===== config.mk =====
export PLATFORM = sky130hd
export DESIGN_NAME = alu_rs_pool
export DESIGN_NICKNAME = d
export VERILOG_FILES = /design/src/rtl/alu_rs_pool_pkg.sv /design/src/rtl/alu_rs_pool_rr_cdb_arbiter.sv /design/src/rtl/alu_rs_pool.sv
export SDC_FILE = /design/constraint.sdc
export NUM_CORES = 1
export LEC_CHECK = 0
export CORE_UTILIZATION = 30
export CTS_CLUSTER_DIAMETER = 40
export DETAILED_ROUTE_END_ITERATION = 16
export GPL_ROUTABILITY_DRIVEN = 0
export GPL_TIMING_DRIVEN = 0
export SLEW_MARGIN = 20
export SYNTH_ARGS = -nofsm -noshare
export SYNTH_HDL_FRONTEND = slang
export SYNTH_SLANG_ARGS = --single-unit

===== constraint.sdc =====
create_clock -name clk -period 16.4 [get_ports clk]
set_input_delay 1.64 -clock clk [delete_from_list [all_inputs] [get_ports clk]]
set_output_delay 1.64 -clock clk [all_outputs]
set_load 0.02 [all_outputs]

===== src/rtl/alu_rs_pool_pkg.sv =====
// Shared types for the ALU reservation-station pool.
//   lc3b_opcode : 4-bit LC-3b opcode encoding carried by every RS entry.
//   clog2_min1  : index/pointer width helper that never returns zero.
// The entry and CDB-request records depend on the pool's width parameters,
// so they are declared inside the modules that own those parameters.
package alu_rs_pool_pkg;

    typedef enum logic [3:0] {
        OP_BR   = 4'h0,
        OP_ADD  = 4'h1,
        OP_LDB  = 4'h2,
        OP_STB  = 4'h3,
        OP_JSR  = 4'h4,
        OP_AND  = 4'h5,
        OP_LDR  = 4'h6,
        OP_STR  = 4'h7,
        OP_RTI  = 4'h8,
        OP_NOT  = 4'h9,
        OP_LDI  = 4'hA,
        OP_STI  = 4'hB,
        OP_JMP  = 4'hC,
        OP_SHF  = 4'hD,
        OP_LEA  = 4'hE,
        OP_TRAP = 4'hF
    } lc3b_opcode;

    function automatic int clog2_min1(input int n);
        return (n <= 2) ? 1 : $clog2(n);
    endfunction

endpackage


===== src/rtl/alu_rs_pool_rr_cdb_arbiter.sv =====
// Round-robin CDB arbiter.
//   clk, rst_n   : clock, asynchronous active-low reset (pointer -> 0)
//   block_i      : suppress all grants this cycle; pointer holds
//   req_valid_i  : one request bit per requester
//   req_tag_i    : packed tags, requester i at [i*TAG_WIDTH +: TAG_WIDTH]
//   req_data_i   : packed data, requester i at [i*DATA_WIDTH +: DATA_WIDTH]
//   grant_o      : one-hot grant (combinational)
//   out_*_o      : winner's valid/tag/data, zero when nothing is granted
module rr_cdb_arbiter
    import alu_rs_pool_pkg::*;
#(
    parameter int NREQ       = 2,
    parameter int DATA_WIDTH = 16,
    parameter int TAG_WIDTH  = 3
) (
    input  logic                       clk,
    input  logic                       rst_n,
    input  logic                       block_i,
    input  logic [NREQ-1:0]            req_valid_i,
    input  logic [NREQ*TAG_WIDTH-1:0]  req_tag_i,
    input  logic [NREQ*DATA_WIDTH-1:0] req_data_i,
    output logic [NREQ-1:0]            grant_o,
    output logic                       out_valid_o,
    output logic [TAG_WIDTH-1:0]       out_tag_o,
    output logic [DATA_WIDTH-1:0]      out_data_o
);

    localparam int PTR_W = clog2_min1(NREQ);
    localparam logic [PTR_W-1:0] LAST = PTR_W'(NREQ - 1);

    logic [PTR_W-1:0] ptr_q, ptr_d;
    logic [PTR_W-1:0] win, cand;
    logic             found;

    // Scan requesters starting at the pointer, wrapping at NREQ.
    always_comb begin
        found = 1'b0;
        win   = '0;
        cand  = '0;
        for (int k = 0; k < NREQ; k++) begin
            if (int'(ptr_q) + k >= NREQ) cand = PTR_W'(int'(ptr_q) + k - NREQ);
            else                         cand = PTR_W'(int'(ptr_q) + k);
            if (!found && req_valid_i[cand]) begin
                found = 1'b1;
                win   = cand;
            end
        end
    end

    always_comb begin
        grant_o     = '0;
        out_valid_o = 1'b0;
        out_tag_o   = '0;
        out_data_o  = '0;
        ptr_d       = ptr_q;
        if (found && !block_i) begin
            grant_o[win] = 1'b1;
            out_valid_o  = 1'b1;
            out_tag_o    = req_tag_i[win*TAG_WIDTH +: TAG_WIDTH];
            out_data_o   = req_data_i[win*DATA_WIDTH +: DATA_WIDTH];
            ptr_d        = (win == LAST) ? '0 : PTR_W'(win + 1'b1);
        end
    end

    always_ff @(posedge clk or negedge rst_n) begin
        if (!rst_n) ptr_q <= '0;
        else        ptr_q <= ptr_d;
    end

endmodule


===== src/rtl/alu_rs_pool.sv =====
// ALU reservation-station pool with shared ALU and CDB arbitration.
//   clk, rst_n                  : clock, asynchronous active-low reset
//   flush                       : squash entries and held result, block CDB
//   issue_valid / issue_ready   : issue handshake (ready = a free entry)
//   op_in, Vj, Vk, Qj, Qk,
//   qj_pend, qk_pend, dest      : issued instruction and its operand state
//   cdb_in_valid/_tag/_data     : snooped CDB broadcast
//   ext_req/_tag/_data          : external CDB requesters (packed)
//   ext_grant                   : one-hot grant to external requesters
//   cdb_out_valid/_tag/_data    : CDB drive from the arbitration winner
//   busy_out                    : per-entry occupancy
module alu_rs_pool
    import alu_rs_pool_pkg::*;
#(
    parameter int DATA_WIDTH = 16,
    parameter int TAG_WIDTH  = 3,
    parameter int N_ENTRIES  = 4,
    parameter int N_EXT      = 1,
    localparam int EXT_W     = (N_EXT > 0) ? N_EXT : 1
) (
    input  logic                        clk,
    input  logic                        rst_n,
    input  logic                        flush,
    input  logic                        issue_valid,
    output logic                        issue_ready,
    input  lc3b_opcode                  op_in,
    input  logic [DATA_WIDTH-1:0]       Vj,
    input  logic [DATA_WIDTH-1:0]       Vk,
    input  logic [TAG_WIDTH-1:0]        Qj,
    input  logic [TAG_WIDTH-1:0]        Qk,
    input  logic                        qj_pend,
    input  logic                        qk_pend,
    input  logic [TAG_WIDTH-1:0]        dest,
    input  logic                        cdb_in_valid,
    input  logic [TAG_WIDTH-1:0]        cdb_in_tag,
    input  logic [DATA_WIDTH-1:0]       cdb_in_data,
    input  logic [EXT_W-1:0]            ext_req,
    input  logic [EXT_W*TAG_WIDTH-1:0]  ext_tag,
    input  logic [EXT_W*DATA_WIDTH-1:0] ext_data,
    output logic [EXT_W-1:0]            ext_grant,
    output logic                        cdb_out_valid,
    output logic [TAG_WIDTH-1:0]        cdb_out_tag,
    output logic [DATA_WIDTH-1:0]       cdb_out_data,
    output logic [N_ENTRIES-1:0]        busy_out
);

    localparam int IDX_W = clog2_min1(N_ENTRIES);
    localparam int AGE_W = clog2_min1(N_ENTRIES);
    localparam logic [AGE_W-1:0] AGE_MAX = AGE_W'(N_ENTRIES - 1);
    localparam int NREQ = N_EXT + 1;

    typedef struct packed {
        logic                  busy;
        lc3b_opcode            op;
        logic [DATA_WIDTH-1:0] vj;
        logic [DATA_WIDTH-1:0] vk;
        logic [TAG_WIDTH-1:0]  qj;
        logic [TAG_WIDTH-1:0]  qk;
        logic                  pend_j;
        logic                  pend_k;
        logic [TAG_WIDTH-1:0]  dest;
        logic [AGE_W-1:0]      age;
    } rs_entry_t;

    typedef struct packed {
        logic                  valid;
        logic [TAG_WIDTH-1:0]  tag;
        logic [DATA_WIDTH-1:0] data;
    } cdb_req_t;

    function automatic logic [DATA_WIDTH-1:0] alu_f(input lc3b_opcode op,
                                                     input logic [DATA_WIDTH-1:0] a,
                                                     input logic [DATA_WIDTH-1:0] b);
        case (op)
            OP_ADD:  return a + b;
            OP_AND:  return a & b;
            OP_NOT:  return ~a;
            default: return a;
        endcase
    endfunction

    rs_entry_t rs_q [N_ENTRIES];
    rs_entry_t rs_d [N_ENTRIES];
    cdb_req_t  res_q, res_d;
    rs_entry_t new_entry;

    logic [N_ENTRIES-1:0] ready;
    logic                 sel_found, free_found;
    logic [IDX_W-1:0]     sel_idx, free_idx;
    logic [AGE_W-1:0]     sel_age;
    logic                 accept, dispatch;
    logic                 byp_j, byp_k;

    logic [NREQ-1:0]            req_valid, grant;
    logic [NREQ*TAG_WIDTH-1:0]  req_tag;
    logic [NREQ*DATA_WIDTH-1:0] req_data;
    logic                       arb_block;

    // Readiness and selection use registered state only, so a snoop that
    // wakes an entry makes it eligible on the following cycle.
    always_comb begin
        ready      = '0;
        busy_out   = '0;
        sel_found  = 1'b0;
        sel_idx    = '0;
        sel_age    = '0;
        free_found = 1'b0;
        free_idx   = '0;
        for (int i = 0; i < N_ENTRIES; i++) begin
            busy_out[i] = rs_q[i].busy;
            ready[i]    = rs_q[i].busy & ~rs_q[i].pend_j & ~rs_q[i].pend_k;
            // strict '>' keeps the lowest index on equal ages
            if (ready[i] && (!sel_found || rs_q[i].age > sel_age)) begin
                sel_found = 1'b1;
                sel_idx   = IDX_W'(i);
                sel_age   = rs_q[i].age;
            end
            if (!rs_q[i].busy && !free_found) begin
                free_found = 1'b1;
                free_idx   = IDX_W'(i);
            end
        end
    end

    assign issue_ready = free_found;
    assign accept      = issue_valid & free_found & ~flush;
    // The result register may be refilled on the edge it is being granted.
    assign dispatch    = sel_found & (~res_q.valid | grant[0]) & ~flush;

    // Operands whose producer broadcasts in the issue cycle are captured now.
    assign byp_j = qj_pend & cdb_in_valid & (Qj == cdb_in_tag);
    assign byp_k = qk_pend & cdb_in_valid & (Qk == cdb_in_tag);

    always_comb begin
        new_entry        = '0;
        new_entry.busy   = 1'b1;
        new_entry.op     = op_in;
        new_entry.vj     = byp_j ? cdb_in_data : Vj;
        new_entry.vk     = byp_k ? cdb_in_data : Vk;
        new_entry.qj     = Qj;
        new_entry.qk     = Qk;
        new_entry.pend_j = qj_pend & ~byp_j;
        new_entry.pend_k = qk_pend & ~byp_k;
        new_entry.dest   = dest;
        new_entry.age    = '0;
    end

    always_comb begin
        for (int i = 0; i < N_ENTRIES; i++) begin
            rs_d[i] = rs_q[i];
            if (flush) begin
                rs_d[i] = '0;
            end else if (dispatch && sel_idx == IDX_W'(i)) begin
                rs_d[i].busy = 1'b0;
            end else if (accept && free_idx == IDX_W'(i)) begin
                rs_d[i] = new_entry;
            end else if (rs_q[i].busy) begin
                if (cdb_in_valid && rs_q[i].pend_j && rs_q[i].qj == cdb_in_tag) begin
                    rs_d[i].vj     = cdb_in_data;
                    rs_d[i].pend_j = 1'b0;
                end
                if (cdb_in_valid && rs_q[i].pend_k && rs_q[i].qk == cdb_in_tag) begin
                    rs_d[i].vk     = cdb_in_data;
                    rs_d[i].pend_k = 1'b0;
                end
                if (accept && rs_q[i].age < AGE_MAX) rs_d[i].age = rs_q[i].age + 1'b1;
            end
        end
    end

    always_comb begin
        res_d = res_q;
        if (flush) begin
            res_d = '0;
        end else if (dispatch) begin
            res_d.valid = 1'b1;
            res_d.tag   = rs_q[sel_idx].dest;
            res_d.data  = alu_f(rs_q[sel_idx].op, rs_q[sel_idx].vj, rs_q[sel_idx].vk);
        end else if (grant[0]) begin
            res_d = '0;
        end
    end

    always_ff @(posedge clk or negedge rst_n) begin
        if (!rst_n) begin
            for (int i = 0; i < N_ENTRIES; i++) rs_q[i] <= '0;
            res_q <= '0;
        end else begin
            for (int i = 0; i < N_ENTRIES; i++) rs_q[i] <= rs_d[i];
            res_q <= res_d;
        end
    end

    // Requester 0 is the held ALU result; externals follow in order.
    assign req_valid[0]              = res_q.valid;
    assign req_tag[TAG_WIDTH-1:0]    = res_q.tag;
    assign req_data[DATA_WIDTH-1:0]  = res_q.data;

    generate
        if (N_EXT > 0) begin : g_ext
            assign req_valid[NREQ-1:1]                    = ext_req;
            assign req_tag[NREQ*TAG_WIDTH-1:TAG_WIDTH]    = ext_tag;
            assign req_data[NREQ*DATA_WIDTH-1:DATA_WIDTH] = ext_data;
            assign ext_grant                              = grant[NREQ-1:1];
        end else begin : g_no_ext
            assign ext_grant = '0;
        end
    endgenerate

    // Grants are withheld while flushing and while reset is asserted, so the
    // CDB is quiet even if an external requester keeps its request up.
    assign arb_block = flush | ~rst_n;

    rr_cdb_arbiter #(
        .NREQ       (NREQ),
        .DATA_WIDTH (DATA_WIDTH),
        .TAG_WIDTH  (TAG_WIDTH)
    ) u_arb (
        .clk         (clk),
        .rst_n       (rst_n),
        .block_i     (arb_block),
        .req_valid_i (req_valid),
        .req_tag_i   (req_tag),
        .req_data_i  (req_data),
        .grant_o     (grant),
        .out_valid_o (cdb_out_valid),
        .out_tag_o   (cdb_out_tag),
        .out_data_o  (cdb_out_data)
    );

endmodule


==> out/results.ini <==
[setup_path]
end_kind=flip-flop
r2r-start=busy_out[0]$_DFFE_PN0P_
critPathMaxFanout=10
slowest_stage=clkbuf_1
crit_top_cell=ha_1
crit_type=flip-flop to flip-flop
r2r_setup_slack_ns=5.07
arrival_ns=11.76
setup.worst_path.start=busy_out[0]$_DFFE_PN0P_
start_kind=flip-flop
worst-endpoint-required_ns=16.83
cp_slowest_stage_delay_ns=0.70
r2r_cells=37

[placed_design]
dp_hpwl_mm=38.1
portBuffers=112
post-place-cells=2137

[min_path]
holdCritStartpoint=rs_q[136]$_DFFE_PN0P_
hp-class=flip-flop to flip-flop
min_path_cells=1

[floorplan]
ios=117
die-area_sq_um=44600
rows=76
die_x_um=211
initial_utilization_pct=30.5
fp.dieH_um=211
core_area_sq_um=43100

[logic_synthesis]
yosysTopAreaCellShare_pct=42.1
ys.flop_type=dfrtp_1
synthCells=1437
synth_edf_count=0
synthArstFlopShare_pct=100
yosysWarningCount=0
synth_area_leaders=dfrtp_1 (42%), a211oi_1 (6.8%), a21o_1 (6.6%), nand2_1 (4.6%), a21oi_1 (4.1%)
synth-seq-cells=221
syn_avg_cell_area_sq_um=9.13
ys_types=76
yosysSeqAreaShare_pct=42.1
synthesis.nets=1555
yosysTopAreaCell=dfrtp_1
netlist_area_sq_um=13100

[power]
power.static_leakage_uw=0.00726
powerDensity_nw_per_um2=108
total_power_uw=1760
irDropWorstVdd_uv=56.0

[clocking]
cts-htree-levels=2
root_buffer=clkbuf_16
cts_resized=0
cts_tree=done
cts_setup_buffers=0
numClockSinks=221
clkSlewWorstSetupHoldPaths_ns=0.05
cts.path.max_buffers=3
cts_hold_buf=0
clk_latency_ns=0.54
cts_made_buffers=36

[global_routing]
antenna_found_initial=1
grt_max_degree=95
grt_usage_pct=23.6
first_global_vias=12500
grt_overflow_total=0
grt_pass1_wl_mm=78.3

[sta]
finalHoldViolCount=0
fmax_mhz=88.2
relSlewSlack_pct=26.2
setup_tns_ns=0
worstMarginPinSlew_ns=1.10
finalCriticalPeriod_ns=11.33
fin_skew_ns=0.0287
period_share_pct=69.1
setup_viol=0
drv_slew=0
rsz0062_at_grt=false

[finish]
most-common-layout-cells=dfrtp_1 (221), nand2_1 (160), nor2_1 (128)
area_growth_pct=24.2
nets=1708
finalNonFillerCells=2200
final_common_cell=dfrtp_1
n_antenna_cell=0
drive_above_1_share_pct=7.55

[route]
wl_per_cell_um=23.7
dr.pass1.iters=5
drt_iter0_drc=1174
ant_nets=0
drc_errors=0
viasPerCell=5.75
routed_wl_mm=52.2
vias=12600

[outcome]
status=finished clean

[run]
maxCapViolCount=0

## cell type report
class | instances | area (sq um)
inverter | 25 | 93.8
buffer | 111 | 455
timing repair buffer | 115 | 1210
fill | 4334 | 26800
multi-input combinational | 1080 | 7060
clock inverter | 23 | 260
clock buffer | 40 | 957
sequential | 221 | 5530
tap | 585 | 732
## state kept, by name (all words and copies together), names as in the netlist
name and cells:
busy_out 4, u_arb.ptr_q 1, req_valid 1, req_tag 3
req_data 16, rs_q 196
## final timing paths
| kind | to |
|---|---|
| setup / recovery | req_data[13]$_DFFE_PN0P_ |
| hold / removal | rs_q[136]$_DFFE_PN0P_ |
| setup reg to reg | req_data[13]$_DFFE_PN0P_ |
| hold reg to reg | rs_q[136]$_DFFE_PN0P_ |
| max in group asynchronous | rs_q[77]$_DFFE_PN0P_ |
| min in group asynchronous | rs_q[10]$_DFFE_PN0P_ |
## per-layer routing
layer  GRT usage (%)  vias up  wire (um)
li1                -     5625          -
met2            36.8      657      23100
met4            10.2        0       2340
met1            31.3     6211      22100
met5               0        -          0
met3            5.19      151       4650
## power by group
group | internal, uW | switching (uW) | total (uW)
clock network | 487 | 287 | 774
logic | 144 | 230 | 375
registers | 588 | 26.6 | 615
total | 1220 | 544 | 1760
## worst max-delay path: cells and delay by family (launching register included)
family,cells,cell delay [ns]
adder cells (fa/ha/maj),4,1.26
flip-flops,1,0.45
AO/OA/AOI/OAI,16,3.82
AND/OR/NAND/NOR,9,1.89
buffers and inverters,8,3.75
## logic make-up (layout without fill, tap and decap cells)
logic type               count (synthesis)  in the layout  synth area share, %
AO/OA/AOI/OAI                          549            549                 29.8
XOR/XNOR                                45             45                 3.00
multiplexers                            57             57                 4.52
flip-flops                             221            221                 42.1
buffers and inverters                  136            314                 4.19
adder cells (fa/ha/maj)                 27             27                 2.63
AND/OR/NAND/NOR                        402            402                 13.7
## synth_stat cells, drive strengths merged, types with 16 or more instances
cell,n
a211oi,121
a21o,115
a21oi,109
a22o,33
a22oi,17
buf,24
clkbuf,87
dfrtp,221
ha,26
inv,25
mux2,18
mux2i,39
nand2,160
nor2,128
nor2b,23
nor3,25
o21ai,46
o22ai,31
xnor2,16
xor2,29
## per-stage QoR
step	hold slack [ns]	instance area (sq um)	util, %	setup WS, ns
final	0.473	16300	37.8	5.07
after global routing	0.485	16300	37.8	4.55
after CTS	0.477	16300	37.8	5.39
after detailed placement	0.466	15100	35.0	5.42
after global placement	0.459	15000	34.8	2.51
after floorplan	0.444	13100	-	8.56
Power figures use the tool's default switching activity.
